## src/rtl/lsu_mem_initiator_if.sv

```systemverilog
// rtl/lsu_mem_initiator_if.sv - request/response and word-memory bus of the load/store unit
// slave is the LSU; master is the core plus data memory that surround it.
interface lsu_mem_initiator_if #(
  parameter int ADDR_W = 32,
  parameter int DATA_W = 32
);
  logic              req_valid;
  logic              req_ready;
  logic              req_write;
  logic [2:0]        req_funct3;
  logic [ADDR_W-1:0] req_addr;
  logic [DATA_W-1:0] req_wdata;
  logic              resp_valid;
  logic [DATA_W-1:0] resp_rdata;
  logic              resp_error;
  logic [ADDR_W-1:0] mem_address;
  logic [DATA_W-1:0] mem_write_data;
  logic              mem_write;
  logic              mem_read;
  logic [DATA_W-1:0] mem_read_data;

  modport slave (
    input  req_valid, req_write, req_funct3, req_addr, req_wdata, mem_read_data,
    output req_ready, resp_valid, resp_rdata, resp_error,
    output mem_address, mem_write_data, mem_write, mem_read
  );

  modport master (
    output req_valid, req_write, req_funct3, req_addr, req_wdata, mem_read_data,
    input  req_ready, resp_valid, resp_rdata, resp_error,
    input  mem_address, mem_write_data, mem_write, mem_read
  );
endinterface

```

## src/rtl/lsu_mem_initiator.sv

```systemverilog
// rtl/lsu_mem_initiator.sv - load/store unit driving a word-addressed data memory
// Sub-word loads are extracted from the read word; sub-word stores use read-modify-write.
module lsu_mem_initiator #(
  parameter int ADDR_W = 32,
  parameter int DATA_W = 32
) (
  input  logic                  clk,
  input  logic                  reset,
  lsu_mem_initiator_if.slave    bus
);

  typedef enum logic [1:0] {IDLE, RD, WR, RESP} state_t;

  state_t            state_q;
  logic              write_q;
  logic [2:0]        funct3_q;
  logic [ADDR_W-1:0] addr_q;
  logic [DATA_W-1:0] wdata_q;

  logic              req_ready_q;
  logic              resp_valid_q;
  logic [DATA_W-1:0] resp_rdata_q;
  logic              resp_error_q;
  logic [ADDR_W-1:0] mem_address_q;
  logic [DATA_W-1:0] mem_write_data_q;
  logic              mem_write_q;
  logic              mem_read_q;

  logic              req_err_d;
  logic              req_needs_read_d;
  logic [DATA_W-1:0] load_word_d;
  logic [DATA_W-1:0] merge_word_d;

  function automatic logic [DATA_W-1:0] load_extract(
    input logic [2:0]        f3,
    input logic [1:0]        lane,
    input logic [DATA_W-1:0] word
  );
    logic [7:0]  b;
    logic [15:0] h;
    b = word[{lane, 3'b000} +: 8];
    h = word[{lane[1], 4'b0000} +: 16];
    case (f3)
      3'b000:  load_extract = {{24{b[7]}}, b};
      3'b001:  load_extract = {{16{h[15]}}, h};
      3'b100:  load_extract = {24'd0, b};
      3'b101:  load_extract = {16'd0, h};
      default: load_extract = word;
    endcase
  endfunction

  function automatic logic [DATA_W-1:0] store_merge(
    input logic [2:0]        f3,
    input logic [1:0]        lane,
    input logic [DATA_W-1:0] old_word,
    input logic [DATA_W-1:0] new_data
  );
    store_merge = old_word;
    if (f3[1:0] == 2'b00) begin
      store_merge[{lane, 3'b000} +: 8] = new_data[7:0];
    end else begin
      store_merge[{lane[1], 4'b0000} +: 16] = new_data[15:0];
    end
  endfunction

  // Reject illegal funct3 for the direction, then natural-alignment violations.
  always_comb begin
    req_err_d = 1'b0;
    case (bus.req_funct3)
      3'b000:  req_err_d = 1'b0;
      3'b001:  req_err_d = bus.req_addr[0];
      3'b010:  req_err_d = (bus.req_addr[1:0] != 2'b00);
      3'b100:  req_err_d = bus.req_write;
      3'b101:  req_err_d = bus.req_write | bus.req_addr[0];
      default: req_err_d = 1'b1;
    endcase
  end

  always_comb begin
    req_needs_read_d = !(bus.req_write && (bus.req_funct3 == 3'b010));
    load_word_d      = load_extract(funct3_q, addr_q[1:0], bus.mem_read_data);
    merge_word_d     = store_merge(funct3_q, addr_q[1:0], bus.mem_read_data, wdata_q);
  end

  always_ff @(posedge clk or posedge reset) begin
    if (reset) begin
      state_q          <= IDLE;
      write_q          <= 1'b0;
      funct3_q         <= 3'd0;
      addr_q           <= '0;
      wdata_q          <= '0;
      req_ready_q      <= 1'b1;
      resp_valid_q     <= 1'b0;
      resp_rdata_q     <= '0;
      resp_error_q     <= 1'b0;
      mem_address_q    <= '0;
      mem_write_data_q <= '0;
      mem_write_q      <= 1'b0;
      mem_read_q       <= 1'b0;
    end else begin
      case (state_q)
        IDLE: begin
          if (bus.req_valid) begin
            write_q     <= bus.req_write;
            funct3_q    <= bus.req_funct3;
            addr_q      <= bus.req_addr;
            wdata_q     <= bus.req_wdata;
            req_ready_q <= 1'b0;
            if (req_err_d) begin
              state_q      <= RESP;
              resp_valid_q <= 1'b1;
              resp_error_q <= 1'b1;
            end else if (req_needs_read_d) begin
              state_q       <= RD;
              mem_read_q    <= 1'b1;
              mem_address_q <= {bus.req_addr[ADDR_W-1:2], 2'b00};
            end else begin
              state_q          <= WR;
              mem_write_q      <= 1'b1;
              mem_address_q    <= {bus.req_addr[ADDR_W-1:2], 2'b00};
              mem_write_data_q <= bus.req_wdata;
            end
          end
        end
        RD: begin
          mem_read_q <= 1'b0;
          if (write_q) begin
            state_q          <= WR;
            mem_write_q      <= 1'b1;
            mem_address_q    <= {addr_q[ADDR_W-1:2], 2'b00};
            mem_write_data_q <= merge_word_d;
          end else begin
            state_q       <= RESP;
            resp_valid_q  <= 1'b1;
            resp_rdata_q  <= load_word_d;
            mem_address_q <= '0;
          end
        end
        WR: begin
          state_q          <= RESP;
          mem_write_q      <= 1'b0;
          mem_write_data_q <= '0;
          mem_address_q    <= '0;
          resp_valid_q     <= 1'b1;
        end
        RESP: begin
          state_q      <= IDLE;
          resp_valid_q <= 1'b0;
          resp_rdata_q <= '0;
          resp_error_q <= 1'b0;
          req_ready_q  <= 1'b1;
        end
        default: begin
          state_q     <= IDLE;
          req_ready_q <= 1'b1;
        end
      endcase
    end
  end

  assign bus.req_ready      = req_ready_q;
  assign bus.resp_valid     = resp_valid_q;
  assign bus.resp_rdata     = resp_rdata_q;
  assign bus.resp_error     = resp_error_q;
  assign bus.mem_address    = mem_address_q;
  assign bus.mem_write_data = mem_write_data_q;
  assign bus.mem_write      = mem_write_q;
  assign bus.mem_read       = mem_read_q;

endmodule

```

## src/flat_wrapper.sv

```systemverilog
// flat-port wrapper written by rule: the top's interface ports become plain ports
module lsu_mem_initiator_flat 
#(
  parameter int ADDR_W = 32,
  parameter int DATA_W = 32
)
  (clk, reset, bus_req_valid, bus_req_write, bus_req_funct3, bus_req_addr, bus_req_wdata, bus_mem_read_data, bus_req_ready, bus_resp_valid, bus_resp_rdata, bus_resp_error, bus_mem_address, bus_mem_write_data, bus_mem_write, bus_mem_read);
  lsu_mem_initiator_if #(.ADDR_W(ADDR_W), .DATA_W(DATA_W)) bus_i ();
  input  logic clk;
  input  logic reset;
  input wire logic [$bits(bus_i.req_valid)-1:0] bus_req_valid;
  input wire logic [$bits(bus_i.req_write)-1:0] bus_req_write;
  input wire logic [$bits(bus_i.req_funct3)-1:0] bus_req_funct3;
  input wire logic [$bits(bus_i.req_addr)-1:0] bus_req_addr;
  input wire logic [$bits(bus_i.req_wdata)-1:0] bus_req_wdata;
  input wire logic [$bits(bus_i.mem_read_data)-1:0] bus_mem_read_data;
  output wire logic [$bits(bus_i.req_ready)-1:0] bus_req_ready;
  output wire logic [$bits(bus_i.resp_valid)-1:0] bus_resp_valid;
  output wire logic [$bits(bus_i.resp_rdata)-1:0] bus_resp_rdata;
  output wire logic [$bits(bus_i.resp_error)-1:0] bus_resp_error;
  output wire logic [$bits(bus_i.mem_address)-1:0] bus_mem_address;
  output wire logic [$bits(bus_i.mem_write_data)-1:0] bus_mem_write_data;
  output wire logic [$bits(bus_i.mem_write)-1:0] bus_mem_write;
  output wire logic [$bits(bus_i.mem_read)-1:0] bus_mem_read;
  assign bus_i.req_valid = bus_req_valid;
  assign bus_i.req_write = bus_req_write;
  assign bus_i.req_funct3 = bus_req_funct3;
  assign bus_i.req_addr = bus_req_addr;
  assign bus_i.req_wdata = bus_req_wdata;
  assign bus_i.mem_read_data = bus_mem_read_data;
  assign bus_req_ready = bus_i.req_ready;
  assign bus_resp_valid = bus_i.resp_valid;
  assign bus_resp_rdata = bus_i.resp_rdata;
  assign bus_resp_error = bus_i.resp_error;
  assign bus_mem_address = bus_i.mem_address;
  assign bus_mem_write_data = bus_i.mem_write_data;
  assign bus_mem_write = bus_i.mem_write;
  assign bus_mem_read = bus_i.mem_read;
  lsu_mem_initiator #(.ADDR_W(ADDR_W), .DATA_W(DATA_W)) u_core (.clk(clk), .reset(reset), .bus(bus_i));
endmodule
```

## config.mk

```make
export PLATFORM = sky130hd
export DESIGN_NAME = lsu_mem_initiator_flat
export DESIGN_NICKNAME = d
export VERILOG_FILES = /design/src/rtl/lsu_mem_initiator_if.sv /design/src/rtl/lsu_mem_initiator.sv /design/src/flat_wrapper.sv
export SDC_FILE = /design/constraint.sdc
export NUM_CORES = 1
export LEC_CHECK = 0
export ABC_AREA = 0
export CAP_MARGIN = 10
export CORE_ASPECT_RATIO = 0.7
export CORE_MARGIN = 2
export CORE_UTILIZATION = 49
export DETAILED_ROUTE_END_ITERATION = 12
export PLACE_DENSITY_LB_ADDON = 0.3
export SLEW_MARGIN = 20
export SYNTH_ARGS = -nofsm -noshare
export SYNTH_HDL_FRONTEND = slang
export SYNTH_SLANG_ARGS = --single-unit
```

## constraint.sdc

```tcl
create_clock -name clk -period 5.5 [get_ports clk]
set_clock_uncertainty 0.15 [all_clocks]
set_input_delay 0.825 -clock clk [delete_from_list [all_inputs] [get_ports clk]]
set_output_delay 0.825 -clock clk [all_outputs]
set_load 0.02 [all_outputs]
```

# --- Word level (Yosys, flattened, before mapping) ---
# Index checks and enable logic that the tools add are counted.
# Widths: inputs -> output; s select.
word_totals:
  reg_bits: 155
  in_bits: 103
  word_cells: 94
classes:
  n_addsub: 2
  n_eq_ne: 17
  shifts: 6
  n_mux: 37
  bitwise_logic: 1
  reduce_logical: 18
op_table:
  columns: ["cell", "count"]
  rows:
  - ["$mux 32", 9]
  - ["$pmux 32 s3", 2]
  - ["$pmux 32 s4", 1]
  - ["$bwmux 32", 2]
  - ["$pmux 32 s2", 1]
  - ["$shift 16x7->32 const A", 1]
  - ["$shift 8x7->32 const A", 1]
  - ["$shiftx 16x7->32", 1]
  - ["$shiftx 32x6->16", 1]
  - ["$shiftx 32x6->8", 1]
  - ["$shiftx 8x7->32", 1]
  - ["$neg 5->7", 2]
  - ["$eq 3x3->1 const B", 4]
  - ["$mux 1", 12]
  - ["$reduce_and 3->1", 3]
  - ["$ne 2x2->1 const B", 4]
  - ["$pmux 2 s4", 1]
  - ["$reduce_bool 2->1", 4]
  - ["$eq 3x1->1 const B", 2]
  - ["$logic_not 3->1", 2]
  - ["$mux 2", 3]
  - ["$ne 2x1->1 const B", 3]
  - ["$pmux 1 s2", 3]
  - ["$reduce_and 2->1", 3]
  - ["other kinds (12)", 14]

# --- Depth between registers and ports, before layout ---
# Gate-level depths: netlist of run 1.
logic_depth:
  ltp_word: 6
  depth_mapped: 8

# --- Worst setup path before layout of run 1 ---
# Ideal clock, no wire load.
synth_timing:
  path_type: "input to register"
  from: "input port bus_req_funct3[2]"
  to: "register u_core.mem_write_data_q[10], in the netlist u_core.bus.mem_write_data[10]"
  setup_ns: 0.125
  arrival_ns: 2.085
  required_time_ns: 5.225
  slack_ns: 3.139
  path_stages: 6
  n_path_buf: 2
  path_cell_list: "and4bb_1 -> nand3_1 -> a211o_1 -> buf_6 -> buf_6 -> mux2_4"
synth_via:
  elab_chain_len: 4
  word_cells_on_any_way: 10
  cone_classes: "6 x eq/ne; 1 x mux; 3 x reduce/logical"
synth_rtl:
  columns: ["element", "line", "text"]
  rows:
  - ["start: declaration", "flat_wrapper.sv:13", "input wire logic [$bits(bus_i.req_funct3)-1:0] bus_req_funct3;"]
  - ["$eq 3x3->1, or another cell as far along", "lsu_mem_initiator.sv:69", "case (bus.req_funct3)"]
  - ["$pmux 1 s5 or $logic_and 1x1->1 (tied branches)", "lsu_mem_initiator.sv:69, lsu_mem_initiator.sv:80", null]
  - ["$ne 2x2->1 (no line) or $ne 2x1->1 (tied branches)", null, null]
  - ["$reduce_and 5->1 (no line) *", null, null]
  - ["end signal: assignment", "lsu_mem_initiator.sv:121", "mem_write_data_q <= bus.req_wdata;"]
  - ["end signal: assignment", "lsu_mem_initiator.sv:131", "mem_write_data_q <= merge_word_d;"]
  - ["end: declaration", "lsu_mem_initiator.sv:25", "logic [DATA_W-1:0] mem_write_data_q;"]
# Every way passes the cells marked *; elsewhere a longest branch is shown, timed or not.
# A chain may end at the register's enable or synchronous reset.

# --- Final worst setup path of run 1 ---
layout_timing:
  from: "register u_core.state_q[0]"
  to: "register u_core.mem_write_data_q[1], in the netlist u_core.bus.mem_write_data[1]"
layout_via:
  elab_chain_len: 3
  word_cells_on_any_way: 10
  cone_classes: "6 x eq/ne; 1 x mux; 3 x reduce/logical"
layout_rtl:
  columns: ["element", "line", "text"]
  rows:
  - ["start: declaration", "lsu_mem_initiator.sv:14", "state_t state_q;"]
  - ["start signal: assignment", "lsu_mem_initiator.sv:87", "state_q <= IDLE;"]
  - ["start signal: assignment", "lsu_mem_initiator.sv:110", "state_q <= RESP;"]
  - ["start signal: assignment", "lsu_mem_initiator.sv:114", "state_q <= RD;"]
  - ["$eq 2x1->1, or another cell as far along", "lsu_mem_initiator.sv:101", "case (state_q)"]
  - ["$ne 2x1->1 (no line), or another cell as far along", null, null]
  - ["$reduce_and 5->1 (no line)", null, null]
# Parallel ways exist; a longest one is shown, timed or not.

==> flow_metrics.env, run 1 <==
export IMPL_status="complete, no violations"
export IMPL_cts_clk_slew_worst_paths_ns=0.06
export IMPL_yosys_warnings=0
export IMPL_topRoutingLayerUsed="met4"
export IMPL_synth_ff_type="dfrtp_1"
export IMPL_cts_tree="done"
export IMPL_slowest_delay_ns=0.92
export IMPL_yosysTopAreaCell="dfrtp_1"
export IMPL_rsz0062_at_grt="no"
export IMPL_power_frac_seq_pct=29.6
export IMPL_wirelength_um=22700
export IMPL_maxCapViolations=0
export IMPL_hold_viol=0
export IMPL_synth_common_cells="dfrtp_1, mux2_2, clkbuf_1, o21ai_0"
export IMPL_crit_type="register to register"
export IMPL_syn_area_um2=7870
export IMPL_end_kind="register"
export IMPL_required_ns=5.69
export IMPL_synth_area_leaders="dfrtp_1, mux2_2, mux2_1"
export IMPL_drt_pass1_iter_count=6
export IMPL_ctsHtreeMaxLevel=4
export IMPL_syn_area_per_cell_um2=12.2
export IMPL_slew_headroom_pct=26.1
export IMPL_post_cts_buffers=0
export IMPL_finalCritPeriodShare_pct=63.9
export IMPL_synthSimpleGateAreaFrac_pct=5.80
export IMPL_wl_met1_um=10200
export IMPL_fin_ws_ns=1.98
export IMPL_whs_ns=0.336
export IMPL_slew_violations=0
export IMPL_crit_fanout=56
export IMPL_fmax_mhz=284
export IMPL_grt_pass1_vias=6193
export IMPL_ys_seq_area_share_pct=48.7
export IMPL_synth_edff_count=0
export IMPL_clock_path_buffers=2
export IMPL_final_cells=1031
export IMPL_place_area_um2=9960
export IMPL_io_buffers=201
export IMPL_synth_cell_types=59
export IMPL_die_h_um=110
export IMPL_tightest_slew_ns=1.11
export IMPL_power_share_switching_pct=40.3
export IMPL_crit_family="compound AO/OA/AOI/OAI gates"
export IMPL_synth_xor_area_share_pct=0
export IMPL_synth_top_area_share_pct=48.3
export IMPL_cp_arrival_ns=3.70
export IMPL_ys_ff_latch=153
export IMPL_period_minus_slack_ns=3.52
export IMPL_grt_overflow=0
export IMPL_synthMuxAreaShare_pct=21.5
export IMPL_start_kind="register"
export IMPL_syn_to_final_growth_pct=33.6
export IMPL_fp_coreArea_um2=15600
export IMPL_first_iter_violations=602
export IMPL_switching_power_mw=2.73
export IMPL_synth_most_common_cell="dfrtp_1"
export IMPL_clock_latency_ns=0.42
export IMPL_vdd_drop_max_uv=475
export IMPL_p_int_mw=4.05
export IMPL_wl_met3_um=2060
export IMPL_path_buf_inv=2
export IMPL_grt_pass1_wl_um=35200
export IMPL_grt_max_degree=108
export IMPL_syn_inst=643
export IMPL_cts_root_buf="clkbuf_16"
export IMPL_start_util_pct=50.4
export IMPL_critPathSlowestCell="a2111oi_4"
export IMPL_rows=38
export IMPL_drive_gt1_share_pct=17.4
export IMPL_post_place_ws_ns=1.95
export IMPL_vias_per_cell=6.11
export IMPL_dieArea_um2=17100
export IMPL_finish_utilization_pct=67.4
export IMPL_grt_usage_pct=27.1
export IMPL_cts_resized_gates=0
export IMPL_cts_sinks=153
export IMPL_via_count=6298
export IMPL_cts_buffers=17
export IMPL_dp_cells=999
export IMPL_fillers=1138
export IMPL_comb_power_share_pct=54.2
export IMPL_die_width_um=155
export IMPL_dp_hpwl_um=16200
export IMPL_ant_nets=0
export IMPL_post_drt_wl_per_cell_um=22.0
export IMPL_nets=930
export IMPL_powerDensity_nw_per_um2=646
export IMPL_setup_tns_ns=0
export IMPL_met2_length_um=10100
export IMPL_finalSetupViolCount=0
export IMPL_n_antenna_cell=0
export IMPL_drc=0
export IMPL_synth_fa_ha_area_share_pct=1.43
export IMPL_path_cells="inv_1, ha_1, clkinv_2, a2111oi_4, a222oi_1, mux2i_1"
export IMPL_synth_top_family_by_area="multiplexers"
export IMPL_leakagePower_nw=4.45
export IMPL_clkPwrFrac_pct=16.3
export IMPL_ios=204
export IMPL_cts_hold_fix_buffers=0
export IMPL_antenna_found_initial=0
export IMPL_synth_compound_area_share_pct=18.4
export IMPL_async_reset_ff_share_pct=100
export IMPL_hold_path_class="register to register"
export IMPL_final_area_um2=10500
export IMPL_power_mw=6.79
export IMPL_gp_congestion=0.871
==> flip-flops by register name, summed over array words and instances (netlist names) <==
signal	count
u_core.addr_q	32
u_core.bus.mem_read	1
u_core.bus.mem_address	30
u_core.wdata_q	16
u_core.bus.resp_error	1
u_core.state_q	2
u_core.bus.req_ready	1
u_core.bus.mem_write	1
u_core.bus.mem_write_data	32
u_core.funct3_q	3
u_core.bus.resp_valid	1
u_core.bus.resp_rdata	32
u_core.write_q	1
==> cell families after synthesis <==
logic type	after synthesis
AOI/OAI and AO/OA	187
DFF	153
muxes	144
and+or+nand+nor	75
buffers and inverters	74
adders and majority gates	9
other	1
==> final cells by class <==
cell class / instances / area [um^2] / area share (%)
repair buffers: 208 / 2060 / 19.6
multi-input cells: 417 / 3730 / 35.5
well taps: 200 / 250 / 2.38
clock inverters: 11 / 96.3 / 0.917
clock buffers: 21 / 450 / 4.29
flip-flops and latches: 153 / 3830 / 36.4
inverters: 21 / 85.1 / 0.810
==> worst paths after layout <==
kind	start	endpoint	slack (ns)	cells after the start
max	u_core.state_q[0]	u_core.bus.mem_write_data[1]	1.98	6
min	u_core.bus.resp_rdata[2]	u_core.bus.resp_rdata[2]	0.34	2
max reg2reg	u_core.state_q[0]	u_core.bus.mem_write_data[1]	1.98	6
min reg2reg	u_core.bus.resp_rdata[2]	u_core.bus.resp_rdata[2]	0.34	2
max in group asynchronous	reset	u_core.bus.mem_address[23]	3.16	3
min in group asynchronous	reset	u_core.bus.mem_address[27]	0.84	2
==> cells in the final DEF (no fill, tap or decap), drive strengths merged, types with 5 or more instances in the layout <==
master | Yosys | routed
nor2 | 5 | 5
a211o | 7 | 7
a222oi | 8 | 8
inv | 20 | 21
clkinv | 1 | 8
o21ai | 52 | 52
mux2 | 124 | 124
nor2b | 10 | 10
a41oi | 8 | 8
or3 | 8 | 8
and3b | 5 | 5
nand2b | 9 | 9
dfrtp | 152 | 152
nand2 | 21 | 21
a221oi | 17 | 17
a21oi | 16 | 16
buf | 18 | 7
ha | 9 | 9
a32o | 8 | 8
o2bb2ai | 17 | 17
clkbuf | 35 | 21
clkdlybuf4s50 | 0 | 201
a221o | 16 | 16
mux2i | 19 | 19
a22o | 31 | 31
==> routing by layer <==
layer  track usage, %  vias to the layer above
met3             6.76                       24
met5                0                        -
met1             38.3                     3185
li1                 -                     2794
met4             7.80                        0
met2             41.9                      295
==> worst reg2reg max path: cells and delay by family (launching register included) <==
| family | cells | cell delay [ns] |
|---|---|---|
| compound gates | 2 | 1.17 |
| buf+inv | 2 | 0.91 |
| fa+ha+maj | 1 | 0.59 |
| flops | 1 | 0.40 |
| mux | 1 | 0.20 |
==> power by group through the flow <==
stage / combinational [mW] / clock [mW] / sequential (mW)
finish: 3.68 / 1.10 / 2.01
CTS: 3.67 / 1.12 / 1.99
global placement: 3.53 / 0 / 1.98
detailed placement: 3.65 / 0 / 2.00
global route: 3.95 / 1.17 / 2.06
floorplan: 2.27 / 0 / 2.22
Power figures use the tool's default switching activity.
==> inputs of run 2 (changes only) <==
CORE_UTILIZATION = 45   (was 49)
clock period = 3 ns   (was 5.5 ns; I/O delays follow)
==> flow_metrics.env, run 2 (same netlist as run 1, synthesis figures left out) <==
export IMPL_status="complete, no violations"
export IMPL_drt_pass1_iter_count=5
export IMPL_setup_tns_ns=0
export IMPL_power_mw=12.8
export IMPL_crit_fanout=11
export IMPL_first_iter_violations=519
export IMPL_final_area_um2=10700
export IMPL_grt_usage_pct=26.2
export IMPL_rows=40
export IMPL_clock_path_buffers=2
export IMPL_via_count=6440
export IMPL_fmax_mhz=391
export IMPL_cts_root_buf="clkbuf_16"
export IMPL_ctsHtreeMaxLevel=4
export IMPL_cp_arrival_ns=2.74
export IMPL_mostFrequentLayoutCell="clkdlybuf4s50_1"
export IMPL_cts_resized_gates=0
export IMPL_whs_ns=0.334
export IMPL_gp_congestion=0.912
export IMPL_post_drt_wl_per_cell_um=22.1
export IMPL_post_cts_buffers=0
export IMPL_cts_hold_fix_buffers=0
export IMPL_grt_overflow=0
export IMPL_leakagePower_nw=4.52
export IMPL_mostFrequentLayoutCells="clkdlybuf4s50_1, dfrtp_1, mux2_2"
export IMPL_start_kind="register"
export IMPL_hold_path_class="register to register"
export IMPL_whs_path_depth=1
export IMPL_end_kind="register"
export IMPL_post_place_ws_ns=0.264
export IMPL_tightest_slew_ns=0.848
export IMPL_cts_buffers=17
export IMPL_finalSetupViolCount=0
export IMPL_cts_tree="done"
export IMPL_hold_viol=0
export IMPL_cts_sinks=153
export IMPL_grt_max_degree=99
export IMPL_period_minus_slack_ns=2.55
export IMPL_r2r_cells=6
export IMPL_slew_violations=0
export IMPL_vias_per_cell=6.00
export IMPL_powerDensity_nw_per_um2=1190
export IMPL_finalCritPeriodShare_pct=85.2
export IMPL_place_area_um2=10100
export IMPL_antenna_found_initial=0
export IMPL_rsz0062_at_grt="no"
export IMPL_fillers=1353
export IMPL_vdd_drop_max_uv=589
export IMPL_start_util_pct=46.0
export IMPL_wirelength_um=23800
export IMPL_ant_nets=0
export IMPL_dp_hpwl_um=17500
export IMPL_grt_pass1_wl_um=37100
export IMPL_n_antenna_cell=0
export IMPL_clock_latency_ns=0.42
export IMPL_fp_coreArea_um2=17100
export IMPL_dieArea_um2=18600
export IMPL_cts_clk_slew_worst_paths_ns=0.07
export IMPL_nets=942
export IMPL_die_h_um=115
export IMPL_required_ns=3.18
export IMPL_maxCapViolations=0
export IMPL_die_width_um=162
export IMPL_slew_headroom_pct=43.2
export IMPL_drive_gt1_share_pct=18.9
export IMPL_crit_type="register to register"
export IMPL_drc=0
export IMPL_syn_to_final_growth_pct=36.0
export IMPL_fin_ws_ns=0.445
export IMPL_ios=204
export IMPL_io_buffers=201
export IMPL_grt_pass1_vias=6406
[run 2: cell type report]
type,count,area [um^2],share of cell area [%]
Sequential cell,153,3830,35.8
Multi-Input combinational cell,417,3730,34.9
Timing Repair Buffer,220,2190,20.5
Clock buffer,18,439,4.10
Tap cell,231,289,2.70
Clock inverter,14,138,1.29
Inverter,21,82.6,0.772
[run 2: worst paths after layout]
check	startpoint	to	slack, ns
max in group asynchronous	reset	u_core.bus.mem_write_data[0]	1.72
max	u_core.addr_q[1]	u_core.bus.mem_write_data[2]	0.45
max reg2reg	u_core.addr_q[1]	u_core.bus.mem_write_data[2]	0.45
min	u_core.bus.mem_address[19]	u_core.bus.mem_address[19]	0.33
min in group asynchronous	reset	u_core.funct3_q[1]	0.37
min reg2reg	u_core.bus.mem_address[19]	u_core.bus.mem_address[19]	0.33
[run 2: routing by layer]
layer | routed length, um | up-vias | track usage [%]
met5 | 0 | - | 0
met1 | 10800 | 3248 | 39.3
li1 | - | 2827 | -
met4 | 382 | 0 | 6.73
met2 | 10400 | 334 | 38.1
met3 | 2130 | 31 | 6.19
[run 2: metrics by stage]
stage               util (%)  instances
finish                  62.5       1074
CTS                     62.5       1074
global route            62.5       1074
detailed placement      59.2       1042
floorplan                  -        644
global placement        59.1       1042
[run 2: critical path, cell delays in order, from the launching register on]
cell and delay (ns):
dfrtp_1 0.35, clkinv_1 0.31, ha_1 0.48, nand4b_1 0.19, o2bb2ai_1 0.62, a222oi_1 0.16, mux2i_1 0.19
[run 2: where the power goes]
| part | internal [mW] | total (mW) | leakage (nW) | switching [mW] |
|---|---|---|---|---|
| clock | 1.18 | 2.09 | 0.272 | 0.907 |
| combinational | 3.42 | 6.98 | 2.34 | 3.56 |
| sequential | 2.99 | 3.70 | 1.91 | 0.706 |
| total | 7.60 | 12.8 | 4.52 | 5.17 |
==> inputs of run 3 (changes only) <==
CORE_MARGIN = not set   (was 2)
PLACE_DENSITY = 0.78   (was not set)
PLACE_DENSITY_LB_ADDON = not set   (was 0.3)
==> flow_metrics.env, run 3 (same netlist as run 1, synthesis figures left out) <==
export IMPL_fp_coreArea_um2=17100
export IMPL_first_iter_violations=629
export IMPL_setup_tns_ns=0
export IMPL_r2r_end="u_core.bus.mem_write_data[2]"
export IMPL_clock_latency_ns=0.43
export IMPL_end_kind="register"
export IMPL_vdd_drop_max_uv=624
export IMPL_leakagePower_nw=4.51
export IMPL_grt_pass1_wl_um=37000
export IMPL_slowest_delay_ns=0.63
export IMPL_dp_hpwl_um=16900
export IMPL_vias_per_cell=6.00
export IMPL_holdPathEnd="u_core.bus.resp_rdata[5]"
export IMPL_clkPwrFrac_pct=16.7
export IMPL_fillers=1334
export IMPL_post_place_ws_ns=0.255
export IMPL_syn_to_final_growth_pct=35.9
export IMPL_ios=204
export IMPL_comb_power_share_pct=54.3
export IMPL_cts_tree="done"
export IMPL_die_h_um=113
export IMPL_clock_path_buffers=2
export IMPL_slew_headroom_pct=42.0
export IMPL_n_antenna_cell=0
export IMPL_switching_power_mw=5.18
export IMPL_drive_gt1_share_pct=18.5
export IMPL_grt_usage_pct=27.0
export IMPL_crit_fanout=11
export IMPL_mostFrequentLayoutCell="clkdlybuf4s50_1"
export IMPL_cts_resized_gates=0
export IMPL_ctsHtreeMaxLevel=4
export IMPL_tightest_slew_ns=0.866
export IMPL_rows=40
export IMPL_period_minus_slack_ns=2.62
export IMPL_nets=938
export IMPL_post_cts_buffers=0
export IMPL_via_count=6422
export IMPL_crit_type="register to register"
export IMPL_reg2reg_slack_ns=0.38
export IMPL_whs_path_depth=2
export IMPL_power_share_switching_pct=40.6
export IMPL_ant_nets=0
export IMPL_drt_pass1_iter_count=5
export IMPL_grt_overflow=0
export IMPL_status="complete, no violations"
export IMPL_hold_viol=0
export IMPL_mostFrequentLayoutCells="clkdlybuf4s50_1, dfrtp_1, mux2_2"
export IMPL_power_frac_seq_pct=29.0
export IMPL_hold_path_class="register to register"
export IMPL_cp_arrival_ns=2.81
export IMPL_slew_violations=0
export IMPL_critPathSlowestCell="o2bb2ai_1"
export IMPL_finish_utilization_pct=62.5
export IMPL_start_util_pct=46.0
export IMPL_gp_congestion=0.927
export IMPL_fmax_mhz=382
export IMPL_hold_start="u_core.bus.resp_rdata[5]"
export IMPL_cts_buffers=17
export IMPL_dieArea_um2=18000
export IMPL_finalSetupViolCount=0
export IMPL_start_kind="register"
export IMPL_cts_hold_fix_buffers=0
export IMPL_die_width_um=160
export IMPL_cts_sinks=153
export IMPL_r2r_cells=6
export IMPL_path_cells="clkinv_1, ha_1, nand4b_1, o2bb2ai_1, a222oi_1, mux2i_1"
export IMPL_finalCritPeriodShare_pct=87.3
export IMPL_cts_clk_slew_worst_paths_ns=0.07
export IMPL_power_mw=12.8
export IMPL_post_drt_wl_per_cell_um=22.1
export IMPL_wirelength_um=23700
export IMPL_crit_family="compound AO/OA/AOI/OAI gates"
export IMPL_path_buf_inv=1
export IMPL_maxCapViolations=0
export IMPL_antenna_found_initial=0
export IMPL_required_ns=3.19
export IMPL_grt_max_degree=110
export IMPL_powerDensity_nw_per_um2=1190
export IMPL_fin_ws_ns=0.381
export IMPL_rsz0062_at_grt="no"
export IMPL_p_int_mw=7.59
export IMPL_drc=0
export IMPL_io_buffers=201
export IMPL_reg2reg_from="u_core.addr_q[1]"
export IMPL_cts_root_buf="clkbuf_16"
export IMPL_grt_pass1_vias=6348
==> run 3: power groups by stage <==
| stage | clock (mW) | combinational (mW) | sequential, mW |
|---|---|---|---|
| detailed placement | 0 | 6.86 | 3.70 |
| global route | 2.25 | 7.41 | 3.81 |
| CTS | 2.15 | 6.91 | 3.68 |
| floorplan | 0 | 4.16 | 4.06 |
| global placement | 0 | 6.67 | 3.63 |
| finish | 2.13 | 6.94 | 3.70 |
==> run 3: layer usage <==
layer  GRT usage [%]  up-vias  routed length [um]
li1                -     2828                   -
met1            39.4     3226               10700
met2            39.0      330               10300
met3            6.47       38                2090
met4            9.46        0                 526
met5               0        -                   0
==> run 3: stage by stage <==
stage | hold WS [ns] | cell area [um^2] | std cells
2_1_floorplan | 0.330 | 7880 | 644
3_3_place_gp | 0.319 | 10100 | 1038
3_5_place_dp | 0.324 | 10100 | 1038
4_1_cts | 0.339 | 10700 | 1070
5_1_grt | 0.350 | 10700 | 1070
6_report | 0.331 | 10700 | 1070
==> run 3: worst max path at each step <==
| stage | start | endpoint | slack, ns | depth (start not counted) |
|---|---|---|---|---|
| after floorplan | reset | u_core.addr_q[0] | 0.47 | 1 |
| after CTS | u_core.state_q[0] | u_core.bus.mem_address[30] | 0.42 | 6 |
| after global routing | u_core.state_q[0] | u_core.bus.mem_write_data[1] | 0.19 | 6 |
| after global placement | bus_req_funct3[2] | u_core.bus.mem_write_data[29] | 0.32 | 6 |
| after detailed placement | bus_req_addr[0] | u_core.bus.mem_address[29] | 0.26 | 6 |
| final | u_core.addr_q[1] | u_core.bus.mem_write_data[2] | 0.38 | 6 |
==> run 3: area by class of cell <==
cell class / count / area [um^2] / share of cell area, %
flip-flops and latches: 153 / 3830 / 35.8
multi-input cells: 417 / 3730 / 34.9
repair buffers: 216 / 2170 / 20.3
clock buffers: 19 / 453 / 4.23
well taps: 231 / 289 / 2.70
clock inverters: 13 / 135 / 1.26
inverters: 21 / 82.6 / 0.772
==> run 3: worst min-delay path, cell delays in order, from the launching register on <==
cell     delay [ns]
dfrtp_1        0.34
nand2_1        0.05
o21ai_0        0.06
